$ cat src/rtl/pipe_hazard_ctrl_if.sv
// pipe_hazard_ctrl_if: pipeline-to-hazard-controller signal bundle.
// Ports/signals:
//   ID stage   : D_Rs, D_Rt, D_UseRs, D_UseRt
//   EX stage   : E_Rd, E_Wreg, E_Reg2reg, E_Btaken
//   MEM stage  : M_Rd, M_Wreg, M_Reg2reg, M_MemReq, Mem_ack
//   controls   : PC_We, IF_ID_We, IF_ID_Flush, ID_EX_We, Stall, FwdA, FwdB
//   status     : Mem_err (timeout pulse), Stall_cnt (saturating stall count)
// master = pipeline side, slave = hazard controller.
interface pipe_hazard_ctrl_if #(parameter int CNT_W = 16);
    logic [4:0]       D_Rs, D_Rt, E_Rd, M_Rd;
    logic             D_UseRs, D_UseRt;
    logic             E_Wreg, E_Reg2reg, E_Btaken;
    logic             M_Wreg, M_Reg2reg, M_MemReq, Mem_ack;
    logic             PC_We, IF_ID_We, IF_ID_Flush, ID_EX_We, Stall, Mem_err;
    logic [1:0]       FwdA, FwdB;
    logic [CNT_W-1:0] Stall_cnt;

    modport master (
        output D_Rs, D_Rt, D_UseRs, D_UseRt,
        output E_Rd, E_Wreg, E_Reg2reg, E_Btaken,
        output M_Rd, M_Wreg, M_Reg2reg, M_MemReq, Mem_ack,
        input  PC_We, IF_ID_We, IF_ID_Flush, ID_EX_We, Stall, FwdA, FwdB,
        input  Mem_err, Stall_cnt
    );

    modport slave (
        input  D_Rs, D_Rt, D_UseRs, D_UseRt,
        input  E_Rd, E_Wreg, E_Reg2reg, E_Btaken,
        input  M_Rd, M_Wreg, M_Reg2reg, M_MemReq, Mem_ack,
        output PC_We, IF_ID_We, IF_ID_Flush, ID_EX_We, Stall, FwdA, FwdB,
        output Mem_err, Stall_cnt
    );
endinterface

$ cat src/rtl/pipe_hazard_ctrl.sv
// pipe_hazard_ctrl: hazard/sequencing controller for the 5-stage pipeline.
// Ports:
//   Clk  : rising-edge clock
//   Clrn : asynchronous active-low reset
//   bus  : pipe_hazard_ctrl_if.slave -- stage operands in; register enables,
//          bubble/flush, forward selects, Mem_err pulse and Stall_cnt out.
// Parameters: MEM_TIMEOUT (max MEM_WAIT cycles), CNT_W (Stall_cnt width).
module pipe_hazard_ctrl #(
    parameter int MEM_TIMEOUT = 16,
    parameter int CNT_W       = 16
) (
    input logic              Clk,
    input logic              Clrn,
    pipe_hazard_ctrl_if.slave bus
);
    localparam int WC_W = $clog2(MEM_TIMEOUT + 1);

    typedef enum logic [1:0] {RUN, MEM_WAIT, MEM_ERR} state_t;

    state_t           state, state_nx;
    logic [WC_W-1:0]  wcnt, wcnt_nx;
    logic [CNT_W-1:0] cnt;
    logic             lu, frozen;
    logic             pc_we, if_id_we, if_id_flush, id_ex_we, stall;

    // EX result forwards only for non-loads; a load still in EX falls through
    // to whatever MEM holds. Register 0 never forwards.
    function automatic logic [1:0] fwd(
        input logic [4:0] src,
        input logic [4:0] e_rd, input logic e_w, input logic e_r2r,
        input logic [4:0] m_rd, input logic m_w, input logic m_r2r
    );
        if (src == 5'd0)                    return 2'b00;
        if (e_w && e_rd == src && !e_r2r)   return 2'b01;
        if (m_w && m_rd == src)             return m_r2r ? 2'b11 : 2'b10;
        return 2'b00;
    endfunction

    always_comb begin
        state_nx    = RUN;
        wcnt_nx     = '0;
        lu          = bus.E_Wreg && bus.E_Reg2reg && bus.E_Rd != 5'd0 &&
                      ((bus.D_UseRs && bus.D_Rs == bus.E_Rd) ||
                       (bus.D_UseRt && bus.D_Rt == bus.E_Rd));
        // the access freezes the pipe in the very cycle it misses its ack
        frozen      = (state == MEM_WAIT) ||
                      (state == RUN && bus.M_MemReq && !bus.Mem_ack);
        // a taken branch discards the ID instruction, so it beats load-use
        pc_we       = !frozen && (bus.E_Btaken || !lu);
        if_id_we    = pc_we;
        id_ex_we    = !frozen;
        stall       = !frozen && (bus.E_Btaken || lu);
        if_id_flush = !frozen && bus.E_Btaken;
        if (state == RUN && frozen) begin
            state_nx = MEM_WAIT;
            wcnt_nx  = WC_W'(1);
        end else if (state == MEM_WAIT && !bus.Mem_ack) begin
            if (wcnt == WC_W'(MEM_TIMEOUT - 1)) begin
                state_nx = MEM_ERR;
            end else begin
                state_nx = MEM_WAIT;
                wcnt_nx  = wcnt + WC_W'(1);
            end
        end
    end

    always_ff @(posedge Clk or negedge Clrn) begin
        if (!Clrn) begin
            state <= RUN;
            wcnt  <= '0;
            cnt   <= '0;
        end else begin
            state <= state_nx;
            wcnt  <= wcnt_nx;
            if ((!pc_we || stall) && !(&cnt))
                cnt <= cnt + CNT_W'(1);
        end
    end

    assign bus.PC_We       = pc_we;
    assign bus.IF_ID_We    = if_id_we;
    assign bus.IF_ID_Flush = if_id_flush;
    assign bus.ID_EX_We    = id_ex_we;
    assign bus.Stall       = stall;
    assign bus.FwdA        = fwd(bus.D_Rs, bus.E_Rd, bus.E_Wreg, bus.E_Reg2reg,
                                 bus.M_Rd, bus.M_Wreg, bus.M_Reg2reg);
    assign bus.FwdB        = fwd(bus.D_Rt, bus.E_Rd, bus.E_Wreg, bus.E_Reg2reg,
                                 bus.M_Rd, bus.M_Wreg, bus.M_Reg2reg);
    assign bus.Mem_err     = state == MEM_ERR;
    assign bus.Stall_cnt   = cnt;
endmodule

$ cat src/flat_wrapper.sv
// flat-port wrapper written by rule: the top's interface ports become plain ports
module pipe_hazard_ctrl_flat 
#(
    parameter int MEM_TIMEOUT = 16,
    parameter int CNT_W       = 16
)
  (Clk, Clrn, bus_D_Rs, bus_D_Rt, bus_D_UseRs, bus_D_UseRt, bus_E_Rd, bus_E_Wreg, bus_E_Reg2reg, bus_E_Btaken, bus_M_Rd, bus_M_Wreg, bus_M_Reg2reg, bus_M_MemReq, bus_Mem_ack, bus_PC_We, bus_IF_ID_We, bus_IF_ID_Flush, bus_ID_EX_We, bus_Stall, bus_FwdA, bus_FwdB, bus_Mem_err, bus_Stall_cnt);
  pipe_hazard_ctrl_if #(.CNT_W(CNT_W)) bus_i ();
  input logic Clk;
  input logic Clrn;
  input wire logic [$bits(bus_i.D_Rs)-1:0] bus_D_Rs;
  input wire logic [$bits(bus_i.D_Rt)-1:0] bus_D_Rt;
  input wire logic [$bits(bus_i.D_UseRs)-1:0] bus_D_UseRs;
  input wire logic [$bits(bus_i.D_UseRt)-1:0] bus_D_UseRt;
  input wire logic [$bits(bus_i.E_Rd)-1:0] bus_E_Rd;
  input wire logic [$bits(bus_i.E_Wreg)-1:0] bus_E_Wreg;
  input wire logic [$bits(bus_i.E_Reg2reg)-1:0] bus_E_Reg2reg;
  input wire logic [$bits(bus_i.E_Btaken)-1:0] bus_E_Btaken;
  input wire logic [$bits(bus_i.M_Rd)-1:0] bus_M_Rd;
  input wire logic [$bits(bus_i.M_Wreg)-1:0] bus_M_Wreg;
  input wire logic [$bits(bus_i.M_Reg2reg)-1:0] bus_M_Reg2reg;
  input wire logic [$bits(bus_i.M_MemReq)-1:0] bus_M_MemReq;
  input wire logic [$bits(bus_i.Mem_ack)-1:0] bus_Mem_ack;
  output wire logic [$bits(bus_i.PC_We)-1:0] bus_PC_We;
  output wire logic [$bits(bus_i.IF_ID_We)-1:0] bus_IF_ID_We;
  output wire logic [$bits(bus_i.IF_ID_Flush)-1:0] bus_IF_ID_Flush;
  output wire logic [$bits(bus_i.ID_EX_We)-1:0] bus_ID_EX_We;
  output wire logic [$bits(bus_i.Stall)-1:0] bus_Stall;
  output wire logic [$bits(bus_i.FwdA)-1:0] bus_FwdA;
  output wire logic [$bits(bus_i.FwdB)-1:0] bus_FwdB;
  output wire logic [$bits(bus_i.Mem_err)-1:0] bus_Mem_err;
  output wire logic [$bits(bus_i.Stall_cnt)-1:0] bus_Stall_cnt;
  assign bus_i.D_Rs = bus_D_Rs;
  assign bus_i.D_Rt = bus_D_Rt;
  assign bus_i.D_UseRs = bus_D_UseRs;
  assign bus_i.D_UseRt = bus_D_UseRt;
  assign bus_i.E_Rd = bus_E_Rd;
  assign bus_i.E_Wreg = bus_E_Wreg;
  assign bus_i.E_Reg2reg = bus_E_Reg2reg;
  assign bus_i.E_Btaken = bus_E_Btaken;
  assign bus_i.M_Rd = bus_M_Rd;
  assign bus_i.M_Wreg = bus_M_Wreg;
  assign bus_i.M_Reg2reg = bus_M_Reg2reg;
  assign bus_i.M_MemReq = bus_M_MemReq;
  assign bus_i.Mem_ack = bus_Mem_ack;
  assign bus_PC_We = bus_i.PC_We;
  assign bus_IF_ID_We = bus_i.IF_ID_We;
  assign bus_IF_ID_Flush = bus_i.IF_ID_Flush;
  assign bus_ID_EX_We = bus_i.ID_EX_We;
  assign bus_Stall = bus_i.Stall;
  assign bus_FwdA = bus_i.FwdA;
  assign bus_FwdB = bus_i.FwdB;
  assign bus_Mem_err = bus_i.Mem_err;
  assign bus_Stall_cnt = bus_i.Stall_cnt;
  pipe_hazard_ctrl #(.MEM_TIMEOUT(MEM_TIMEOUT), .CNT_W(CNT_W)) u_core (.Clk(Clk), .Clrn(Clrn), .bus(bus_i));
endmodule
$ cat config.mk
export PLATFORM = sky130hd
export DESIGN_NAME = pipe_hazard_ctrl_flat
export DESIGN_NICKNAME = d
export VERILOG_FILES = /design/src/rtl/pipe_hazard_ctrl_if.sv /design/src/rtl/pipe_hazard_ctrl.sv /design/src/flat_wrapper.sv
export SDC_FILE = /design/constraint.sdc
export NUM_CORES = 1
export LEC_CHECK = 0
export ABC_AREA = 1
export BUFFER_PORTS_ARGS = -buffer_cell sky130_fd_sc_hd__buf_2
export CORE_MARGIN = 2
export CORE_UTILIZATION = 30
export DETAILED_ROUTE_END_ITERATION = 10
export PLACE_DENSITY = 0.49
export RECOVER_POWER = 25
export SLEW_MARGIN = 20
export SYNTH_ARGS = -nofsm -noshare
export SYNTH_HDL_FRONTEND = slang
export SYNTH_SLANG_ARGS = --single-unit
$ cat constraint.sdc
create_clock -name Clk -period 2.1 [get_ports Clk]
set_clock_uncertainty 0.2 [all_clocks]
set_input_delay 0.315 -clock Clk [delete_from_list [all_inputs] [get_ports Clk]]
set_output_delay 0.315 -clock Clk [all_outputs]
set_load 0.1 [all_outputs]
Word level (Yosys, flattened, before mapping)
Index checks and enable logic that the tools add are counted.

Register bits: 23. Input port bits: 31. Output and inout port bits: 26. Logic and storage cells: 80.

$add $sub $neg: 2. Eq/ne operators: 9. Reduce and logical (&&, ||, !) cells: 35. Mux-type cells: 31.

Operators with widths (count): $eq A5 B5 Y1 (6); $mux W2 (15); $logic_and A1 B1 Y1 (19); $add A16 B1 Y16 const B (1); $reduce_and A16 Y1 (1); $mux W5 (3); $mux W1 (13); $logic_not A5 Y1 (2); $logic_not A1 Y1 (6); $add A5 B1 Y5 const B (1); $eq A5 B4 Y1 const B (1); $logic_or A1 B1 Y1 (5); $reduce_bool A5 Y1 (1); $eq A2 B1 Y1 const B (1); $eq A2 B2 Y1 const B (1); $logic_not A2 Y1 (1).

Depth between registers and ports, before layout
Gate-level depths: netlist of run 1.

Depth in word-level cells: 10. Depth in mapped cells: 12. Depth with buffers taken out: 12.

Worst setup path before layout of run 1
No wires, ideal clock.

Kind: input to output. Start: input port bus_M_Rd[4]. End: output port bus_FwdB[0]. Data arrival time: 2853 ps. Slack: -1268 ps. Stages on the path: 4. Path through: xor2_1 > nor3_1 > nand4_1 > o21ai_0.

Word-level cells in the longest chain between the ends: 8.

Ends and longest elaborated chain: from (decl) (RTL line flat_wrapper.sv:19) `input wire logic [$bits(bus_i.M_Rd)-1:0] bus_M_Rd;`; $eq A5 B5 Y1 * (RTL line pipe_hazard_ctrl.sv:35) `if (m_w && m_rd == src) return m_r2r ? 2'b11 : 2'b10;`; $logic_and A1 B1 Y1 * (RTL line pipe_hazard_ctrl.sv:35); $mux W1 (2 in a row) (RTL line pipe_hazard_ctrl.sv:35); $mux W1 (RTL line pipe_hazard_ctrl.sv:34) `if (e_w && e_rd == src && !e_r2r) return 2'b01;`; $mux W2 * (RTL line pipe_hazard_ctrl.sv:36) `return 2'b00;`; $mux W2 * (RTL line pipe_hazard_ctrl.sv:35); $mux W2 * (RTL line pipe_hazard_ctrl.sv:34); to (decl) (RTL line flat_wrapper.sv:30) `output wire logic [$bits(bus_i.FwdB)-1:0] bus_FwdB;`.

Every way passes the cells marked *; elsewhere a longest branch is shown, timed or not. The select of a mux whose other input is x is not followed.

Worst setup path after layout of run 1
Start: input port bus_D_Rs[4]. End: output port bus_FwdA[0].

Word-level cells in the longest chain between the ends: 8.

Ends and longest elaborated chain: from (decl) (RTL line flat_wrapper.sv:11) `input wire logic [$bits(bus_i.D_Rs)-1:0] bus_D_Rs;`; $eq A5 B5 Y1, on equally long branches (RTL line pipe_hazard_ctrl.sv:35, pipe_hazard_ctrl.sv:34); $logic_and A1 B1 Y1, on equally long branches (RTL line pipe_hazard_ctrl.sv:35, pipe_hazard_ctrl.sv:34); $mux W1 / $logic_and A1 B1 Y1 (equally long branches) (RTL line pipe_hazard_ctrl.sv:35, pipe_hazard_ctrl.sv:34); $mux W1 / $mux W2 (equally long branches) (RTL line pipe_hazard_ctrl.sv:35, pipe_hazard_ctrl.sv:34); $mux W1 / $mux W2 (equally long branches) (RTL line pipe_hazard_ctrl.sv:34, pipe_hazard_ctrl.sv:35); $mux W2 (RTL line pipe_hazard_ctrl.sv:36); $mux W2 (RTL line pipe_hazard_ctrl.sv:35); $mux W2 * (RTL line pipe_hazard_ctrl.sv:34); to (decl) (RTL line flat_wrapper.sv:29) `output wire logic [$bits(bus_i.FwdA)-1:0] bus_FwdA;`.

Marked as above.

==> impl_metrics.py, run 1 <==
metrics = {
    "synth": {
        "yosysMostFrequentCell": "nand2_1",
        "seq_area_frac_synth_pct": 33.7,
        "synth_seq_cells": 23,
        "synth_top_area_cell": "dfrtp_1",
        "synth_flop_cell": "dfrtp_1",
        "synth_area_leaders": "dfrtp_1, nand2_1, nand3_1, inv_1, xor2_1",
        "yosysWarnings": 0,
        "synth_top_area_share_pct": 33.7,
        "avgSynthCellArea_um2": 6.75,
        "synth_cell_types": 24,
        "synth_fp_nets": 286,
        "synthArstFlopShare_pct": 100,
        "synth_common_cells": "nand2_1, inv_1, nand3_1",
        "netlist_instances": 253,
        "synth_edf_count": 0,
        "syn_area_mm2": 0.00171,
    },
    "detailed_routing": {
        "dr_wl_met3_um": 189,
        "route.vias.total": 1717,
        "drc": 0,
        "finalWirelength_mm": 4.19,
        "drt_iter0_markers": 44,
        "wl_met1_mm": 2.04,
        "wl_per_cell_um": 10.8,
        "via_per_inst": 4.43,
        "wl_met2_mm": 1.93,
        "first_pass_iters": 4,
        "maxUsedRoutingLayer": "met4",
        "ant_nets": 0,
    },
    "cts": {
        "ctsRootBufferMaster": "clkbuf_8",
        "clock_path_buffers": 2,
        "clock_latency_ns": 0.26,
        "cts.sinks": 23,
        "numCtsBuffers": 3,
        "cts.clk_slew.worst_paths_ns": 0.08,
        "cts_tree": "yes",
        "cts_htree_levels": 1,
    },
    "timing": {
        "relSlewSlack_pct": 60.9,
        "max_freq_mhz": 507,
        "fin_crit_ns": 1.97,
        "rsz0062_at_grt": "false",
        "hold_violations": 0,
        "drv_slew": 0,
        "tightest_slew_ns": 0.587,
        "period_share_pct": 94.0,
        "tns_ns": 0,
        "layout_setup_ws_ns": 0.126,
        "setup_viol_count_final": 0,
    },
    "global_routing": {
        "grt-ovfl-total": 0,
        "grt_pass1_wl_mm": 7.31,
        "grt_max_degree": 24,
        "grt_pass1_vias": 1679,
        "track_usage_pct": 14.2,
        "antenna_found_initial": 0,
    },
    "power_and_ir_drop": {
        "p_leak_uw": 0.00121,
        "internal_power_uw": 868,
        "peakVddDrop_mv": 0.792,
        "sequentialPowerShare_pct": 33.3,
        "power_density_mw_per_mm2": 744,
        "swShare_pct": 51.0,
        "clock_power_share_pct": 15.6,
        "power.switching_uw": 904,
        "combPwrFrac_pct": 51.1,
    },
    "critical_path": {
        "arrival_ns": 1.46,
        "startpoint_type": "primary input",
        "worstPathRequired_ns": 1.58,
        "path_class": "in2out",
        "cp-end-kind": "output pin",
        "crit_fanout": 3,
    },
    "die": {
        "io_pins": 57,
        "core_area_mm2": 0.00551,
        "die_w_um": 79.5,
        "die_area_mm2": 0.00631,
        "die-height_um": 79.5,
        "start_util_pct": 31.0,
        "num_rows": 27,
    },
    "placement": {
        "gp_congestion": 0.786,
        "dp_cells": 382,
        "io_buffer_count": 56,
        "place_hpwl_mm": 3.40,
        "dp_worst_setup_slack_ns": 0.0805,
        "place_area_mm2": 0.00231,
    },
    "layout": {
        "antenna_cells": 0,
        "stdcell_area_mm2": 0.00238,
        "syn_to_final_growth_pct": 39.6,
        "final_cell_count_no_fill": 388,
        "utilization_pct": 43.3,
        "fillerInstances": 575,
        "nNetsFinal": 350,
        "drive_above_1_share_pct": 34.8,
    },
    "job": {
        "maxCapViolations": 0,
    },
    "outcome": {
        "status": "finished clean",
    },
    "hold_path": {
        "worst_hold_path_type": "in2reg",
    },
}
## timing repair
action / CTS / global route
gates resized for setup: 0 / 5
endpoints found under the setup margin: 0 / 3
endpoints found under the hold margin: 23 / 0
hold buffers: 1 / 0
setup buffers: 0 / 1
## critical path, cell delays in order
cell and delay (ns):
buf_2 0.12, xor2_1 0.15, nor4_1 0.27, nand3_1 0.22, o22ai_4 0.18, buf_12 0.20
## path summary, 6_finish.rpt
| kind | slack, ns | depth (start not counted) | from | endpoint |
|---|---|---|---|---|
| setup / recovery | 0.13 | 6 | bus_D_Rs[4] | bus_FwdA[0] |
| hold / removal | 0.15 | 3 | bus_M_MemReq | u_core.state[0] |
| setup reg to reg | 0.18 | 11 | u_core.bus.Stall_cnt[0] | u_core.bus.Stall_cnt[11] |
| hold reg to reg | 0.31 | 1 | u_core.wcnt[0] | u_core.wcnt[0] |
| max in group asynchronous | 0.88 | 2 | Clrn | u_core.bus.Stall_cnt[1] |
| min in group asynchronous | 0.38 | 2 | Clrn | u_core.bus.Stall_cnt[8] |
## area by class of cell
type,instances,area [um2],area share (%)
inverter,37,163,6.82
clock inverter,1,5.00,0.210
multi-input combinational,188,1040,43.6
sequential,23,593,24.9
tap,72,90.1,3.78
timing repair buffer,64,453,19.0
clock buffer,3,41.3,1.73
## cell usage in the layout (no fill, tap or decap), types with 2 or more instances in the layout
master    instances
nand2_1          76
buf_2            46
nand3_1          32
inv_1            25
nor2_1           14
dfrtp_1          13
xor2_1           11
nor3_1           10
buf_4             8
dfrtp_2           8
buf_12            7
xnor2_1           6
nor2_2            6
inv_4             5
inv_2             5
a21oi_1           5
o22ai_1           4
nand4_1           4
nand2_2           3
nor2_4            3
clkbuf_8          3
nand2_4           2
ha_1              2
dfrtp_4           2
## flip-flops by register name, summed over array words and instances (netlist names)
name	count
u_core.state	2
u_core.bus.Stall_cnt	16
u_core.wcnt	5
## layer usage
layer | GRT usage, % | up-vias
li1 | - | 936
met1 | 18.1 | 747
met2 | 24.3 | 32
met3 | 2.83 | 2
met4 | 3.62 | 0
met5 | 0 | -
## power groups by stage
stage | clock network [uW] | logic, uW | registers (uW)
after floorplan | 0 | 355 | 959
after global placement | 0 | 901 | 598
after detailed placement | 0 | 904 | 599
after CTS | 286 | 905 | 590
after global routing | 301 | 965 | 604
final | 277 | 906 | 590
## logic make-up (layout without fill, tap and decap cells)
| group | after synthesis | count (layout) | synth area share (%) |
|---|---|---|---|
| simple gates | 154 | 154 | 40.5 |
| buf+inv | 42 | 105 | 10.8 |
| flops | 23 | 23 | 33.7 |
| xor+xnor | 17 | 17 | 8.72 |
| compound gates | 15 | 15 | 4.84 |
| fa+ha+maj | 2 | 2 | 1.46 |
## through the flow
step | total power (uW) | hold slack (ns)
after detailed placement | 1500 | 0.133
after global routing | 1870 | 0.151
after CTS | 1780 | 0.155
after floorplan | 1310 | -0.181
after global placement | 1500 | 0.129
final | 1770 | 0.152
Note: power is estimated with default switching activity, not from simulation.
==> run 2, diff against run 1 <==
--- a/config.mk
+++ b/config.mk
@@ -6,7 +6,7 @@
 export NUM_CORES = 1
 export LEC_CHECK = 0
 export ABC_AREA = 1
-export BUFFER_PORTS_ARGS = -buffer_cell sky130_fd_sc_hd__buf_2
+export BUFFER_PORTS_ARGS = -buffer_cell sky130_fd_sc_hd__buf_4
 export CORE_MARGIN = 2
 export CORE_UTILIZATION = 30
 export DETAILED_ROUTE_END_ITERATION = 10
==> run 2 against run 1 <==
  * Utilization up 0.59 points
  * Critical path depth unchanged
  * Combinational power increased by 2%
  * Count of clock-buffer cells in the layout rose by 1
  * Routed wire length up 1.6%
==> impl_metrics.py, run 2 (synthesis gave the netlist of run 1 again) <==
metrics = {
    "die": {
        "core_area_mm2": 0.00551,
        "die_w_um": 79.5,
        "io_pins": 57,
        "start_util_pct": 31.0,
        "die_area_mm2": 0.00631,
        "num_rows": 27,
        "die-height_um": 79.5,
    },
    "layout": {
        "mostFrequentLayoutCell": "nand2_1",
        "utilization_pct": 43.9,
        "final_cell_mix": "nand2_1, buf_4, nand3_1",
        "final_cell_count_no_fill": 388,
        "syn_to_final_growth_pct": 41.5,
        "drive_above_1_share_pct": 33.9,
        "fillerInstances": 598,
        "antenna_cells": 0,
        "largest_reg_flops": 16,
        "nNetsFinal": 350,
    },
    "global_routing": {
        "antenna_found_initial": 0,
        "grt_max_degree": 24,
        "grt-ovfl-total": 0,
        "grt_pass1_wl_mm": 7.08,
        "track_usage_pct": 13.9,
        "grt_pass1_vias": 1642,
    },
    "timing": {
        "fin_crit_ns": 2.02,
        "period_share_pct": 96.4,
        "relSlewSlack_pct": 60.8,
        "max_freq_mhz": 494,
        "holdWs_ns": 0.149,
        "rsz0062_at_grt": "false",
        "drv_slew": 0,
        "setup_viol_count_final": 0,
        "hold_violations": 0,
        "tightest_slew_ns": 0.587,
        "tns_ns": 0,
    },
    "placement": {
        "dp_cells": 382,
        "gp_congestion": 0.769,
        "place_hpwl_mm": 3.52,
        "io_buffer_count": 56,
    },
    "detailed_routing": {
        "drt_iter0_markers": 55,
        "drc": 0,
        "route.vias.total": 1731,
        "via_per_inst": 4.46,
        "finalWirelength_mm": 4.26,
        "first_pass_iters": 4,
        "wl_per_cell_um": 11.0,
        "ant_nets": 0,
    },
    "critical_path": {
        "arrival_ns": 1.51,
        "startpoint_type": "primary input",
        "cp-end-kind": "output pin",
        "path_class": "in2out",
        "timing.rr.start": "u_core.bus.Stall_cnt[0]",
        "worstPathRequired_ns": 1.58,
        "crit_start": "bus_D_Rs[4]",
        "crit_fanout": 3,
    },
    "cts": {
        "cts_tree": "yes",
        "cts_htree_levels": 1,
        "cts.sinks": 23,
        "clock_path_buffers": 2,
        "cts.clk_slew.worst_paths_ns": 0.08,
        "clock_latency_ns": 0.26,
        "ctsRootBufferMaster": "clkbuf_8",
        "numCtsBuffers": 3,
    },
    "power_and_ir_drop": {
        "internal_power_uw": 896,
        "sequentialPowerShare_pct": 32.9,
        "p_leak_uw": 0.00121,
        "clock_power_share_pct": 15.7,
        "power.switching_uw": 900,
        "combPwrFrac_pct": 51.4,
        "peakVddDrop_mv": 0.662,
        "swShare_pct": 50.1,
        "power_density_mw_per_mm2": 743,
    },
    "outcome": {
        "status": "finished clean",
    },
    "job": {
        "maxCapViolations": 0,
    },
    "hold_path": {
        "hp-start": "bus_Mem_ack",
        "worst_hold_path_type": "in2reg",
    },
}
run 2: changes by cell type in the layout (fill, tap and decap cells not counted), moves of 3 or more:
cell / before / now
buf_4: 8 / 59
buf_6: 0 / 3
buf_12: 7 / 0
buf_2: 46 / 0
run 2: cell type report:
cell class / instances / area (um2) / share of cell area (%)
Multi-Input combinational cell: 188 / 1030 / 42.8
Sequential cell: 23 / 593 / 24.5
Timing Repair Buffer: 64 / 492 / 20.4
Clock buffer: 4 / 45.0 / 1.86
Inverter: 37 / 163 / 6.73
Tap cell: 72 / 90.1 / 3.73
run 2: worst paths after layout:
kind                                                 end  slack, ns  cells past startpoint
worst min register to register            u_core.wcnt[4]       0.31                      2
max in group asynchronous        u_core.bus.Stall_cnt[0]       0.88                      2
worst min-delay path                     u_core.state[0]       0.15                      4
worst max-delay path                         bus_FwdA[0]       0.08                      6
worst max register to register  u_core.bus.Stall_cnt[11]       0.15                     11
min in group asynchronous        u_core.bus.Stall_cnt[3]       0.39                      2
run 2: timing repair:
| action | in CTS | in global routing |
|---|---|---|
| endpoints found under the setup margin | 0 | 4 |
| hold endpoints to repair | 23 | 0 |
| resized for setup | 0 | 3 |
| hold buffers | 1 | 0 |
| buffers inserted | 0 | 1 |
run 2: worst max-delay path, stage by stage:
cell and delay, ns:
buf_4 0.13, xor2_1 0.15, nor4_1 0.29, nand3_1 0.22, o22ai_4 0.15, buf_6 0.25
run 2: metrics by stage:
stage / total power, uW / area [um2] / setup WS (ns)
3_5_place_dp: 1530 / 2340 / 0.0260
2_1_floorplan: 1310 / 1850 / -0.0239
4_1_cts: 1810 / 2400 / 0.0178
6_report: 1800 / 2420 / 0.0765
3_3_place_gp: 1520 / 2340 / -0.0185
5_1_grt: 1890 / 2420 / 0.00106
run 2: power by group through the flow:
stage | Combinational, uW | Sequential, uW | Clock, uW
after CTS | 927 | 593 | 290
after detailed placement | 925 | 603 | 0
after floorplan | 355 | 959 | 0
after global routing | 976 | 602 | 309
after global placement | 923 | 602 | 0
final | 924 | 590 | 281
run 2: layer usage:
metal	global-route usage, %	wire length (um)
met5	0	0
met4	3.10	47
met3	2.71	222
met2	24.4	1970
met1	17.6	2020
